## config.mk

```make
export PLATFORM = sky130hd
export DESIGN_NAME = seg7_sequence_decoder
export DESIGN_NICKNAME = d
export VERILOG_FILES = /design/src/rtl/seg7_pkg.sv /design/src/rtl/seg7_pattern_decode.sv /design/src/rtl/seg7_sequence_decoder.sv
export SDC_FILE = /design/constraint.sdc
export NUM_CORES = 1
export LEC_CHECK = 0
export ABC_AREA = 0
export CAP_MARGIN = 10
export CORE_ASPECT_RATIO = 2
export CORE_UTILIZATION = 35
export CTS_CLUSTER_DIAMETER = 30
export DETAILED_ROUTE_END_ITERATION = 10
export GPL_ROUTABILITY_DRIVEN = 0
export PLACE_DENSITY = 0.54
export SYNTH_ARGS = -nofsm -noshare
export SYNTH_HDL_FRONTEND = slang
export SYNTH_SLANG_ARGS = --single-unit
```

## constraint.sdc

```tcl
create_clock -name clk -period 8.6 [get_ports clk]
set_input_delay 1.72 -clock clk [delete_from_list [all_inputs] [get_ports clk]]
set_output_delay 1.72 -clock clk [all_outputs]
set_load 0.01 [all_outputs]
```

## src/rtl/seg7_pkg.sv

```systemverilog
// rtl/seg7_pkg.sv - shared constants and types for the 7-segment sequence monitor
//
// Purpose : segment pattern constants, FSM state type and decode-result kind.
// Pattern bit order is {G,F,E,D,C,B,A}. Segments are active-low, so 0 means lit.
// The hex constants (A..F) are used only when SEG7_DECODE_HEX_EN is defined.
package seg7_pkg;

  localparam logic [6:0] SEG7_0     = 7'b1000000;
  localparam logic [6:0] SEG7_1     = 7'b1111001;
  localparam logic [6:0] SEG7_2     = 7'b0100100;
  localparam logic [6:0] SEG7_3     = 7'b0110000;
  localparam logic [6:0] SEG7_4     = 7'b0011001;
  localparam logic [6:0] SEG7_5     = 7'b0010010;
  localparam logic [6:0] SEG7_6     = 7'b0000010;
  localparam logic [6:0] SEG7_7     = 7'b1111000;
  localparam logic [6:0] SEG7_8     = 7'b0000000;
  localparam logic [6:0] SEG7_9     = 7'b0010000;
  localparam logic [6:0] SEG7_A     = 7'b0001000;
  localparam logic [6:0] SEG7_B     = 7'b0000011;
  localparam logic [6:0] SEG7_C     = 7'b1000110;
  localparam logic [6:0] SEG7_D     = 7'b0100001;
  localparam logic [6:0] SEG7_E     = 7'b0000110;
  localparam logic [6:0] SEG7_F     = 7'b0001110;
  localparam logic [6:0] SEG7_BLANK = 7'b1111111;

  typedef enum logic {
    S_UNLOCK,
    S_LOCKED
  } seg7_state_e;

  typedef enum logic [1:0] {
    DIGIT,
    BLANK,
    INVALID
  } seg7_kind_e;

endpackage

```

## src/rtl/seg7_pattern_decode.sv

```systemverilog
// rtl/seg7_pattern_decode.sv - combinational 7-segment pattern to digit lookup
//
// Purpose : maps a 7-bit active-low pattern {G,F,E,D,C,B,A} to a 4-bit value
//           and a result kind (DIGIT, BLANK or INVALID).
// Macro   : SEG7_DECODE_HEX_EN - when defined, the A..F glyphs decode to 10..15.
//           When it is not defined, those glyphs decode as INVALID.
// Ports   : pat   in  7  sampled segment pattern
//           value out 4  decoded digit, 0 when the pattern is not a digit
//           kind  out 2  result kind
module seg7_pattern_decode
  import seg7_pkg::*;
(
  input  logic [6:0] pat,
  output logic [3:0] value,
  output seg7_kind_e kind
);

  always_comb begin
    value = 4'd0;
    kind  = DIGIT;
    case (pat)
      SEG7_0:     value = 4'd0;
      SEG7_1:     value = 4'd1;
      SEG7_2:     value = 4'd2;
      SEG7_3:     value = 4'd3;
      SEG7_4:     value = 4'd4;
      SEG7_5:     value = 4'd5;
      SEG7_6:     value = 4'd6;
      SEG7_7:     value = 4'd7;
      SEG7_8:     value = 4'd8;
      SEG7_9:     value = 4'd9;
`ifdef SEG7_DECODE_HEX_EN
      SEG7_A:     value = 4'd10;
      SEG7_B:     value = 4'd11;
      SEG7_C:     value = 4'd12;
      SEG7_D:     value = 4'd13;
      SEG7_E:     value = 4'd14;
      SEG7_F:     value = 4'd15;
`endif
      SEG7_BLANK: kind  = BLANK;
      default:    kind  = INVALID;
    endcase
  end

endmodule

```

## src/rtl/seg7_sequence_decoder.sv

```systemverilog
// rtl/seg7_sequence_decoder.sv - filters, decodes and order-checks a 7-segment digit stream
//
// Purpose : samples the seven active-low segment lines and removes short glitches.
//           Each stable pattern is decoded back to a digit. The block checks that
//           successive digits follow the mod-MODULUS count order.
// Macro   : SEG7_DECODE_HEX_EN - enables decoding of the A..F glyphs as digits 10..15.
// Ports   : clk              in   1      rising-edge clock
//           clrn             in   1      synchronous active-low reset
//           segmentA..G      in   1 each active-low segment lines
//           digit            out  4      last accepted digit
//           digit_valid      out  1      pulse when a digit is accepted
//           blank            out  1      accepted pattern is all-off
//           pattern_invalid  out  1      pulse when an undecodable pattern is accepted
//           seq_error        out  1      sticky ordering violation
//           locked           out  1      synchronised to a digit sequence
//           step_count       out  CNT_W  number of correctly ordered steps (wraps)
module seg7_sequence_decoder
  import seg7_pkg::*;
#(
  parameter int MODULUS       = 6,
  parameter int STABLE_CYCLES = 4,
  parameter int CNT_W         = 8
) (
  input  logic             clk,
  input  logic             clrn,
  input  logic             segmentA,
  input  logic             segmentB,
  input  logic             segmentC,
  input  logic             segmentD,
  input  logic             segmentE,
  input  logic             segmentF,
  input  logic             segmentG,
  output logic [3:0]       digit,
  output logic             digit_valid,
  output logic             blank,
  output logic             pattern_invalid,
  output logic             seq_error,
  output logic             locked,
  output logic [CNT_W-1:0] step_count
);

  localparam int SW = $clog2(STABLE_CYCLES + 1);
  localparam logic [SW-1:0] STAB_MAX    = SW'(STABLE_CYCLES);
  localparam logic [SW-1:0] STAB_ACCEPT = SW'(STABLE_CYCLES - 1);

  logic [6:0]    seg_q;
  logic [6:0]    candidate;
  logic [6:0]    accepted_pat;
  logic [SW-1:0] stab_cnt;
  seg7_state_e   state;

  logic [3:0]    dec_value;
  seg7_kind_e    dec_kind;
  logic          accept;
  logic [3:0]    succ;

  // Decode the candidate. When accept is high it equals seg_q.
  seg7_pattern_decode u_decode (
    .pat   (candidate),
    .value (dec_value),
    .kind  (dec_kind)
  );

  // Candidate has been seen STABLE_CYCLES times in a row, counting this sample.
  // It must also differ from the pattern already accepted.
  assign accept = (seg_q == candidate) && (stab_cnt == STAB_ACCEPT) &&
                  (candidate != accepted_pat);

  // True modulo, so an out-of-range current digit still has a defined successor.
  assign succ = 4'((int'(digit) + 1) % MODULUS);

  always_ff @(posedge clk) begin
    seg_q <= {segmentG, segmentF, segmentE, segmentD, segmentC, segmentB, segmentA};
    if (!clrn) begin
      candidate       <= SEG7_BLANK;
      accepted_pat    <= SEG7_BLANK;
      stab_cnt        <= '0;
      state           <= S_UNLOCK;
      digit           <= 4'd0;
      digit_valid     <= 1'b0;
      blank           <= 1'b0;
      pattern_invalid <= 1'b0;
      seq_error       <= 1'b0;
      locked          <= 1'b0;
      step_count      <= '0;
    end else begin
      digit_valid     <= 1'b0;
      pattern_invalid <= 1'b0;

      if (seg_q != candidate) begin
        candidate <= seg_q;
        stab_cnt  <= SW'(1);
      end else if (stab_cnt != STAB_MAX) begin
        stab_cnt <= stab_cnt + SW'(1);
      end

      if (accept) begin
        accepted_pat <= candidate;
        case (dec_kind)
          DIGIT: begin
            digit       <= dec_value;
            digit_valid <= 1'b1;
            blank       <= 1'b0;
            case (state)
              S_UNLOCK: begin
                state  <= S_LOCKED;
                locked <= 1'b1;
              end
              default: begin
                // blank still high means the previous accept was a blank.
                // Showing the same digit again after a blank is a hold, not a step.
                if ((dec_value == digit) && blank) begin
                  step_count <= step_count;
                end else if (dec_value == succ) begin
                  step_count <= step_count + CNT_W'(1);
                end else begin
                  seq_error <= 1'b1;
                end
              end
            endcase
          end
          BLANK: begin
            blank <= 1'b1;
          end
          default: begin
            pattern_invalid <= 1'b1;
            blank           <= 1'b0;
            state           <= S_UNLOCK;
            locked          <= 1'b0;
          end
        endcase
      end
    end
  end

endmodule

```

Yosys cells after proc, flatten, opt, wreduce, memory -nomap -nowiden
Cells that the tools add are included.
{ "op_classes": {"reduce_logical": 15, "n_eq_ne": 19, "addsub": 3, "muxes": 10, "n_div": 1, "bitwise_logic": 4} }
{ "ops": {"columns": ["op", "n"], "rows": [
  ["one-hot mux 4 bit (9 select lines)", 1],
  ["modulo 32 x 4 -> 32 bit, second input constant", 1],
  ["equality test 7 bit, second input constant", 4],
  ["equality test 7 x 5 -> 1 bit, second input constant", 3],
  ["equality test 7 x 6 -> 1 bit, second input constant", 2],
  ["inequality test 7 bit", 2],
  ["AND reduction 5 bit", 2],
  ["OR reduction 10 bit", 1],
  ["adder 8 x 1 -> 8 bit, second input constant", 1],
  ["equality test 4 bit", 2],
  ["equality test 7 x 2 -> 1 bit, second input constant", 1],
  ["equality test 7 bit", 1],
  ["zero test 7 bit", 1],
  ["2-to-1 mux 1 bit", 6],
  ["AND reduction 2 bit", 3],
  ["adder 4 x 1 -> 5 bit, second input constant", 1],
  ["inverter 1 bit", 4],
  ["one-hot mux 1 bit (2 select lines)", 2],
  ["one-hot mux 2 bit (2 select lines)", 1],
  ["OR reduction 2 bit", 2],
  ["adder 3 x 1 -> 3 bit, second input constant", 1],
  ["equality test 3 x 2 -> 1 bit, second input constant", 1],
  ["logical AND 1 bit", 3],
  ["inequality test 3 bit, second input constant", 1],
  ["other kinds (5)", 5]
]} }
{ "totals": {"elab_cells": 65, "input_bits": 9, "out_inout_bits": 17, "reg_bits": 42} }

Logic depth before layout (Yosys ltp)
Gate-level depths: netlist of the first run.
{ "logic_depth": {"ltp_word": 6, "depth_mapped": 15, "mapped_depth_nobuf": 13} }

Cells and area by module
A second synthesis of the first run with hierarchy kept.
{ "hier_totals": {"hier_cells": 275, "hier_area_um2": 2583.7} }
{ "by_module_without_submodules": {"columns": ["mod", "instances", "area_each_um2", "seq_area_each_um2", "cells_each"], "rows": [
  ["seg7_sequence_decoder", 1, 2354.8, 840.8, 241],
  ["seg7_pattern_decode", 1, 229.0, 0.0, 34]
]} }

Worst setup path after synthesis of the first run
OpenSTA, ideal clock, no wires.
{ "synth_timing": {"path_type": "reg2reg", "start": "reg digit[0]", "end": "reg step_count[2]", "required_ns": 8.469, "n_path_buf": 2, "t_arrival_ns": 2.919, "period_less_slack_ns": 3.050, "setup_ns": 0.131, "stages_incl_launch_ff": 14, "path_slack_ns": 5.550, "cell_sequence": "dfxtp_1 -> ha_1 -> clkbuf_1 -> xor2_1 -> ha_1 -> nand2b_1 -> a211oi_1 -> a2111oi_0 -> nor3_1 -> xnor2_1 -> o2111ai_2 -> buf_6 -> o311ai_2 -> o41ai_2"} }
{ "synth_via": {"elab_chain_cells": 4, "word_cells_on_any_way": 7, "cone_classes": "add/sub: 1; div: 1; eq/ne: 2; bitwise: 1; reduce/logical: 2"} }
{ "synth_lines": {"columns": ["item", "line_no", "rtl"], "rows": [
  ["start: declaration", "seg7_sequence_decoder.sv:33", "output logic [3:0] digit,"],
  ["start signal: assignment", "seg7_sequence_decoder.sv:101", "digit <= dec_value;"],
  ["adder 4 x 1 -> 5 bit or equality test 4 bit (tied branches)", "seg7_sequence_decoder.sv:70, seg7_sequence_decoder.sv:112", null],
  ["modulo 32 x 4 -> 32 bit or logical AND 1 bit (tied branches)", "seg7_sequence_decoder.sv:70, seg7_sequence_decoder.sv:112", null],
  ["equality test 4 bit or inverter 1 bit (tied branches)", null, null],
  ["AND reduction 5 bit (no source line) *", null, null],
  ["end signal: assignment", "seg7_sequence_decoder.sv:113", "step_count <= step_count;"],
  ["end signal: assignment", "seg7_sequence_decoder.sv:115", "step_count <= step_count + CNT_W'(1);"],
  ["end: declaration", "seg7_sequence_decoder.sv:39", "output logic [CNT_W-1:0] step_count"]
]} }
Every way passes the cells marked *; elsewhere a longest branch is shown, timed or not.
A chain may end at the register's enable or synchronous reset.

Worst setup path in the final report of the first run
{ "layout_timing": {"start": "reg digit[0]", "end": "reg step_count[4]"} }
Same word-level chain as after synthesis.

==> results of run 1 <==
## worst max-delay path, delay by kind of cell (launching register included)
family                   cells  cell delay (ns)
flip-flops                   1             0.46
AND/OR/NAND/NOR              1             0.09
XOR/XNOR                     1             0.11
AO/OA/AOI/OAI                9             2.05
adder cells (fa/ha/maj)      2             0.80
## metrics by stage
stage          instances  area, sq um  power [W]
6_report             373         2840   0.000445
5_1_grt              373         2840   0.000460
4_1_cts              373         2840   0.000451
3_5_place_dp         365         2670   0.000232
3_3_place_gp         365         2670   0.000232
2_1_floorplan        267         2410   0.000225
## cell usage after synthesis, drive strengths merged (4+ instances only)
library cell	n
o21ai	8
buf	11
nor4	4
clkbuf	5
mux2i	10
nor3b	4
ha	8
nand3	14
nand2	32
dfxtp	42
a21oi	7
xor2	14
nor2	14
inv	10
xnor2	11
nand2b	17
nor3	8
## final cells by class
| class | count | area (sq um) | share of cell area |
|---|---|---|---|
| multi-input cells | 197 | 1420 | 0.499 |
| clock buffers | 5 | 125 | 0.0440 |
| repair buffers | 26 | 258 | 0.0906 |
| flip-flops and latches | 42 | 841 | 0.296 |
| inverters | 12 | 45.0 | 0.0158 |
| well taps | 88 | 110 | 0.0387 |
| clock inverters | 3 | 45.0 | 0.0158 |
## path summary, 6_finish.rpt
kind                  from       endpoint  slack [ns]  cells past startpoint
setup reg to reg  digit[0]  step_count[4]        4.94                     13
hold reg to reg   seg_q[3]   candidate[3]        0.45                      1
setup / recovery  digit[0]  step_count[4]        4.94                     13
hold / removal    seg_q[3]   candidate[3]        0.45                      1
## metal layers
metal	part of all wire	vias to the layer above	global-route usage
li1	-	963	-
met1	0.39	893	0.165
met2	0.54	42	0.280
met3	0.028	9	0.0347
met4	0.035	0	0.0909
met5	0	-	0
## logic make-up after synthesis
kind of cell | after synthesis | synth area share
buf+inv | 28 | 0.0618
xor+xnor | 25 | 0.0940
mux | 10 | 0.0415
compound gates | 42 | 0.143
fa+ha+maj | 8 | 0.0415
flops | 42 | 0.349
simple gates | 112 | 0.269
## flip-flops by register name, summed over array words and instances (netlist names)
signal	flops
digit	4
stab_cnt	3
seg_q	7
step_count	8
seq_error	1
state	1
locked	1
candidate	7
blank	1
pattern_invalid	1
digit_valid	1
accepted_pat	7
## power groups by stage
stage / clock [W] / combinational, W / sequential, W
finish: 0.000217 / 0.0000223 / 0.000205
global route: 0.000229 / 0.0000248 / 0.000206
CTS: 0.000223 / 0.0000227 / 0.000205
detailed placement: 0 / 0.0000226 / 0.000210
global placement: 0 / 0.0000222 / 0.000209
floorplan: 0 / 0.0000211 / 0.000204
==> results_tabular.tex, run 1 <==
\begin{tabular}{lr}
\hline
Metric & Value \\
\hline
\multicolumn{2}{l}{\textbf{Critical path}} \\
Critical path type & flip-flop to flip-flop \\
Worst path arrival time & about 3.8 ns \\
Cell type with the highest occurrence count on the critical path & o21ai\_0 \\
Largest incremental delay on the critical path & about 0.46 ns \\
Cells traversed along the worst timing path & ha\_1 > o21ai\_0 > nand2\_1 > o21ai\_0 > ha\_1 > o21ai\_0 > o21ai\_0 > a32oi\_1 > xor2\_1 > a21boi\_0 > o2111ai\_2 > o311ai\_1 > o41ai\_1 \\
Setup crit end kind & flip-flop \\
Slowest stage cell, crit path & dfxtp\_1 \\
Max FO, Critical Path & 13 \\
Required time of the critical path & between 8 and 9 ns \\
Critical path startpoint category & flip-flop \\
\multicolumn{2}{l}{\textbf{Place}} \\
Dpl ws & approximately 5.0 ns \\
PortBufs & 25 \\
Detailed placement HPWL & around 3800 um \\
\multicolumn{2}{l}{\textbf{Power}} \\
Switching Power & around 0.0001 W \\
Int Power & 0.000346 W \\
Static power due to leakage & about 1.1 nW \\
Clock share of power & 0.489 \\
Power density of the placed cells & $\sim$160 nW/um\^{}2 \\
Combinational group share of total power & 0.050 \\
Net switching fraction of the power & 0.221 \\
Maximum vdd drop & between 0.15 and 0.2 mV \\
Power share of the sequential group & 0.461 \\
\multicolumn{2}{l}{\textbf{STA}} \\
Sum Neg Setup Slack & 0 ns \\
Final count of pins violating max slew & 0 \\
Slack of the critical path & 4.94 ns \\
Minimum period implied by the final worst setup slack & between 3 and 4 ns \\
Hold violation total from the final report & 0 \\
Final clock skew & 0.00510 ns \\
Worst slack on hold paths & roughly 0.45 ns \\
Total of endpoints with negative setup slack in the final report & 0 \\
Period Utilization, post-route & 0.425 \\
Worst Tran Pin Value & roughly 0.74 ns \\
Setup repair after global routing missed its margin & no \\
Highest clock rate & around 0.27 GHz \\
Worst slew margin & 0.506 \\
\multicolumn{2}{l}{\textbf{Synthesis}} \\
Synth async-reset ratio & 0 \\
Most area-consuming cells after synthesis & dfxtp\_1 35\%, xor2\_1 5.1\%, nand2\_1 4.8\% \\
Syn\_nets & $\sim$280 \\
Netlist area before placement & about 2400 sq um \\
Number of flip-flops and latches in the synthesized netlist & 42 \\
Post-Syn Instances & around 270 \\
Primary FF master, synth & dfxtp\_1 \\
Count of flip-flops with a built-in enable after synthesis & 0 \\
Largest area contributor in the netlist & dfxtp\_1 \\
Mean instance size in the synthesized netlist & around 9 sq um \\
Sequential area share after synthesis & 0.349 \\
Fraction of synthesized cell area taken by the top area cell type & 0.349 \\
Yosys cell types & 58 \\
Count of yosys warnings during synthesis & 0 \\
\multicolumn{2}{l}{\textbf{Clock network}} \\
Clock root buffer master & clkbuf\_16 \\
Clock transition time at the flip-flop clock pins of the worst setup and hold paths & approximately 0.06 ns \\
Number of buffers added by the clock tree synthesis step & 5 \\
Post-cts hold buffer count & 0 \\
Sinks on the clock net & 42 \\
Buffers inserted by post-CTS timing repair & 0 \\
TritonCTS clock tree & yes \\
H-tree levels & 2 \\
Later-pin clock latency in the skew report & slightly below 0.3 ns \\
Maximum clock path buffer count & 2 \\
Post\_cts resized & 0 \\
\multicolumn{2}{l}{\textbf{GRT}} \\
First-pass GRT wire length & 8550 um \\
Largest net degree at the start of global routing & 36 \\
GR Overflow Total & 0 \\
Tot GR Track Use & 0.160 \\
Number of global-route vias before repair & around 1,900 \\
Initial antenna violation count & 0 \\
\multicolumn{2}{l}{\textbf{Detailed routing}} \\
Drt total wl & about 5000 um \\
Routed vias/inst & between 5 and 6 \\
1st-iter DRT viols & slightly below 80 \\
Number of remaining DRC errors & 0 \\
Router iterations before antenna repair & 6 \\
Routed length per placed instance & about 14 um \\
Total via count in the routed design & 1,907 \\
Remaining number of nets flagged by the antenna check after routing & 0 \\
\multicolumn{2}{l}{\textbf{Floorplanning}} \\
Starting density of the core & 0.364 \\
Overall die width & between 60 and 70 um \\
Standard cell core area & 6620 sq um \\
Area enclosed by the die boundary & 7240 sq um \\
Die outline height & between 100 and 150 um \\
Placement row count & 42 \\
Count of pins on the block boundary & 26 \\
\multicolumn{2}{l}{\textbf{Finish}} \\
Commonest non-fill, non-tap cell in the layout & dfxtp\_1 \\
Count of antenna diodes in the layout & 0 \\
Highest-count cells in the layout ignoring fill and taps & 42 x dfxtp\_1, 31 x nand2\_1, 25 x clkdlybuf4s50\_1 \\
Fill cell instance count of the final layout & 713 \\
Final standard cell utilization of the core & 0.430 \\
Post-layout net count & between 300 and 400 \\
Layout cell share with drive strength beyond 1 & 0.0807 \\
Syn-to-layout area delta & 18.0\% \\
\multicolumn{2}{l}{\textbf{Run}} \\
\# Max-Cap Violations & 0 \\
\multicolumn{2}{l}{\textbf{Hold path}} \\
Worst hold path type & flip-flop to flip-flop \\
\multicolumn{2}{l}{\textbf{Status}} \\
Status & completed \\
\hline
\end{tabular}
Note: power is estimated with default switching activity, not from simulation.
==> inputs of run 2 (changes only) <==
Clock period 8.6 ns to 3.6 ns, I/O delays scaled along.
==> results_tabular.tex, run 2 (same netlist as run 1, synthesis figures left out) <==
\begin{tabular}{lr}
\hline
Metric & Value \\
\hline
\multicolumn{2}{l}{\textbf{Status}} \\
Status & completed \\
\multicolumn{2}{l}{\textbf{Detailed routing}} \\
1st-iter DRT viols & 45 (-42\%) \\
Drt total wl & 5260 um (+3.4\%) \\
Met2 routed WL & 2980 um (+7.7\%) \\
Remaining number of nets flagged by the antenna check after routing & 0 (unchanged) \\
Router iterations before antenna repair & 4 (-2) \\
Routed wire length on met3 & 119 um (-17\%) \\
Number of remaining DRC errors & 0 (unchanged) \\
Routed vias/inst & 5.08 (-0.65\%) \\
Routed length per placed instance & 13.9 um (+2.0\%) \\
Routed length on met1 & 2020 um (+1.0\%) \\
Total via count in the routed design & 1,920 (+0.68\%) \\
Max Used Layer & met4 \\
\multicolumn{2}{l}{\textbf{Clock network}} \\
Clock root buffer master & clkbuf\_16 \\
Later-pin clock latency in the skew report & 0.29 ns (about the same) \\
Maximum clock path buffer count & 2 (unchanged) \\
Sinks on the clock net & 42 (unchanged) \\
Number of buffers added by the clock tree synthesis step & 5 (unchanged) \\
TritonCTS clock tree & yes \\
Buffers inserted by post-CTS timing repair & 0 (unchanged) \\
Clock transition time at the flip-flop clock pins of the worst setup and hold paths & 0.07 ns (about the same) \\
H-tree levels & 2 (unchanged) \\
\multicolumn{2}{l}{\textbf{Power}} \\
Int Power & 0.000825 W (+140\%) \\
Static power due to leakage & 1.13 nW (+3.0\%) \\
Net switching fraction of the power & 0.219 (-0.00223) \\
Power share of the sequential group & 0.463 (+0.002) \\
Maximum vdd drop & 0.310 mV (+86\%) \\
Clock share of power & 0.486 (-0.003) \\
Switching Power & 0.000232 W (+140\%) \\
Power density of the placed cells & 366 nW/um\^{}2 (+130\%) \\
Combinational group share of total power & 0.051 (about the same) \\
\multicolumn{2}{l}{\textbf{GRT}} \\
Number of global-route vias before repair & 1,846 (-1.0\%) \\
First-pass GRT wire length & 8920 um (+4.4\%) \\
Tot GR Track Use & 0.166 (+0.00639) \\
Largest net degree at the start of global routing & 35 (-2.8\%) \\
GR Overflow Total & 0 (unchanged) \\
Initial antenna violation count & 0 (unchanged) \\
\multicolumn{2}{l}{\textbf{Finish}} \\
Most flop-heavy register & step\_count \\
Highest-count cells in the layout ignoring fill and taps & 42 x dfxtp\_1, 31 x nand2\_1, 25 x clkdlybuf4s50\_1 \\
Count of antenna diodes in the layout & 0 (unchanged) \\
Commonest non-fill, non-tap cell in the layout & dfxtp\_1 \\
Number of flip-flops under the largest register name & 8 (unchanged) \\
Final standard cell utilization of the core & 0.436 (+0.00661) \\
Post-layout net count & 306 (+1.7\%) \\
Layout cell share with drive strength beyond 1 & 0.0966 (+0.0158) \\
Syn-to-layout area delta & 19.8\% \\
Fill cell instance count of the final layout & 674 (-5.5\%) \\
\multicolumn{2}{l}{\textbf{Critical path}} \\
Max FO, Critical Path & 11 (-2) \\
Critical path startpoint category & flip-flop \\
Cells traversed along the worst timing path & ha\_1 > o21ai\_0 > nand2\_1 > o21ai\_0 > ha\_1 > o21ai\_0 > o21ai\_0 > a32oi\_1 > xor2\_1 > a21boi\_0 > o2111ai\_4 > nor4\_4 > mux2i\_1 \\
Cell type with the highest occurrence count on the critical path & o21ai\_0 \\
Buffers and inverters on the worst path & 0 (unchanged) \\
Critical path type & flip-flop to flip-flop \\
R2r startpoint & digit[0] \\
Largest incremental delay on the critical path & 0.38 ns (-0.08 ns) \\
Critical register-to-register path endpoint & step\_count[5] \\
Register-to-register setup slack & 0.37 ns (-4.57 ns) \\
Worst path arrival time & 3.45 ns (-0.35 ns) \\
Required time of the critical path & 3.82 ns (-4.92 ns) \\
Slowest stage cell, crit path & dfxtp\_1 \\
Worst reg2reg path depth & 13 (unchanged) \\
Setup crit end kind & flip-flop \\
Critical path's top delay family & compound AO/OA/AOI/OAI gates \\
\multicolumn{2}{l}{\textbf{Floorplanning}} \\
Count of pins on the block boundary & 26 (unchanged) \\
Area enclosed by the die boundary & 7240 sq um (unchanged) \\
Starting density of the core & 0.364 (unchanged) \\
Die outline height & 119 um (unchanged) \\
Overall die width & 60.7 um (unchanged) \\
Standard cell core area & 6620 sq um (unchanged) \\
Placement row count & 42 (unchanged) \\
\multicolumn{2}{l}{\textbf{STA}} \\
Minimum period implied by the final worst setup slack & 3.23 ns (-0.430 ns) \\
Hold violation total from the final report & 0 (unchanged) \\
Worst slew margin & 0.669 (+0.163) \\
Highest clock rate & 0.310 GHz (+13\%) \\
Total of endpoints with negative setup slack in the final report & 0 (unchanged) \\
Sum Neg Setup Slack & 0 ns (unchanged) \\
Period Utilization, post-route & 0.897 (+0.471) \\
Final clock skew & 0.00893 ns (+0.00383 ns) \\
Worst Tran Pin Value & 0.496 ns (-0.244 ns) \\
Setup repair after global routing missed its margin & no \\
Final count of pins violating max slew & 0 (unchanged) \\
\multicolumn{2}{l}{\textbf{Run}} \\
\# Max-Cap Violations & 0 (unchanged) \\
\multicolumn{2}{l}{\textbf{Hold path}} \\
Min-Delay Startpoint & seg\_q[1] \\
Worst hold path type & flip-flop to flip-flop \\
WHS Path Cells & 1 (unchanged) \\
Hold Path End & candidate[1] \\
\multicolumn{2}{l}{\textbf{Place}} \\
PortBufs & 25 (unchanged) \\
Detailed placement HPWL & 3920 um (+3.7\%) \\
\hline
\end{tabular}
[run 2: changes by cell type in the layout (fill, tap and decap cells not counted), sizes merged]
cell      previous run  this run
buf                  1         6
clkinv               2         4
clkinvlp             2         0
[run 2: worst max-delay path by stage]
| stage | from | to | slack [ns] | cells past startpoint |
|---|---|---|---|---|
| finish | digit[0] | step_count[5] | 0.37 | 13 |
| global route | digit[0] | step_count[5] | 0.009 | 13 |
| CTS | digit[0] | step_count[2] | 0.28 | 13 |
| detailed placement | digit[0] | step_count[4] | 0.32 | 13 |
| global placement | digit[0] | step_count[2] | 0.37 | 13 |
| floorplan | digit[0] | step_count[2] | 0.55 | 13 |
[run 2: repair_timing]
item / CTS / global route
hold buffers: 0 / 0
setup endpoints to repair: 0 / 8
resized for setup: 0 / 1
[run 2: final cells by class]
class / instances / area, sq um / area share
Sequential cell: 42 / 841 / 0.291
Inverter: 12 / 45.0 / 0.0156
Multi-Input combinational cell: 197 / 1430 / 0.496
Timing Repair Buffer: 31 / 295 / 0.102
Tap cell: 88 / 110 / 0.0381
Clock buffer: 5 / 125 / 0.0433
Clock inverter: 3 / 40.0 / 0.0139
[run 2: per-stage QoR]
step	hold WS, ns	total power [W]	worst slack (ns)	instance area, sq um	cells
final	0.449	0.00106	0.372	2890	378
after global routing	0.471	0.00110	0.00913	2890	378
after CTS	0.456	0.00107	0.280	2880	378
after detailed placement	0.441	0.000554	0.318	2710	370
after global placement	0.440	0.000554	0.369	2710	370
after floorplan	0.431	0.000539	0.550	2410	267
[run 2: routing by layer]
layer	track usage	vias up
met5	0	-
met4	0.0795	0
li1	-	978
met3	0.0326	12
met2	0.297	33
met1	0.176	897
[run 2: power by group through the flow]
stage	combinational, W	clock [W]	sequential, W
3_5_place_dp	0.0000541	0	0.000500
5_1_grt	0.0000596	0.000547	0.000492
3_3_place_gp	0.0000533	0	0.000500
6_report	0.0000539	0.000513	0.000490
2_1_floorplan	0.0000505	0	0.000488
4_1_cts	0.0000541	0.000529	0.000490
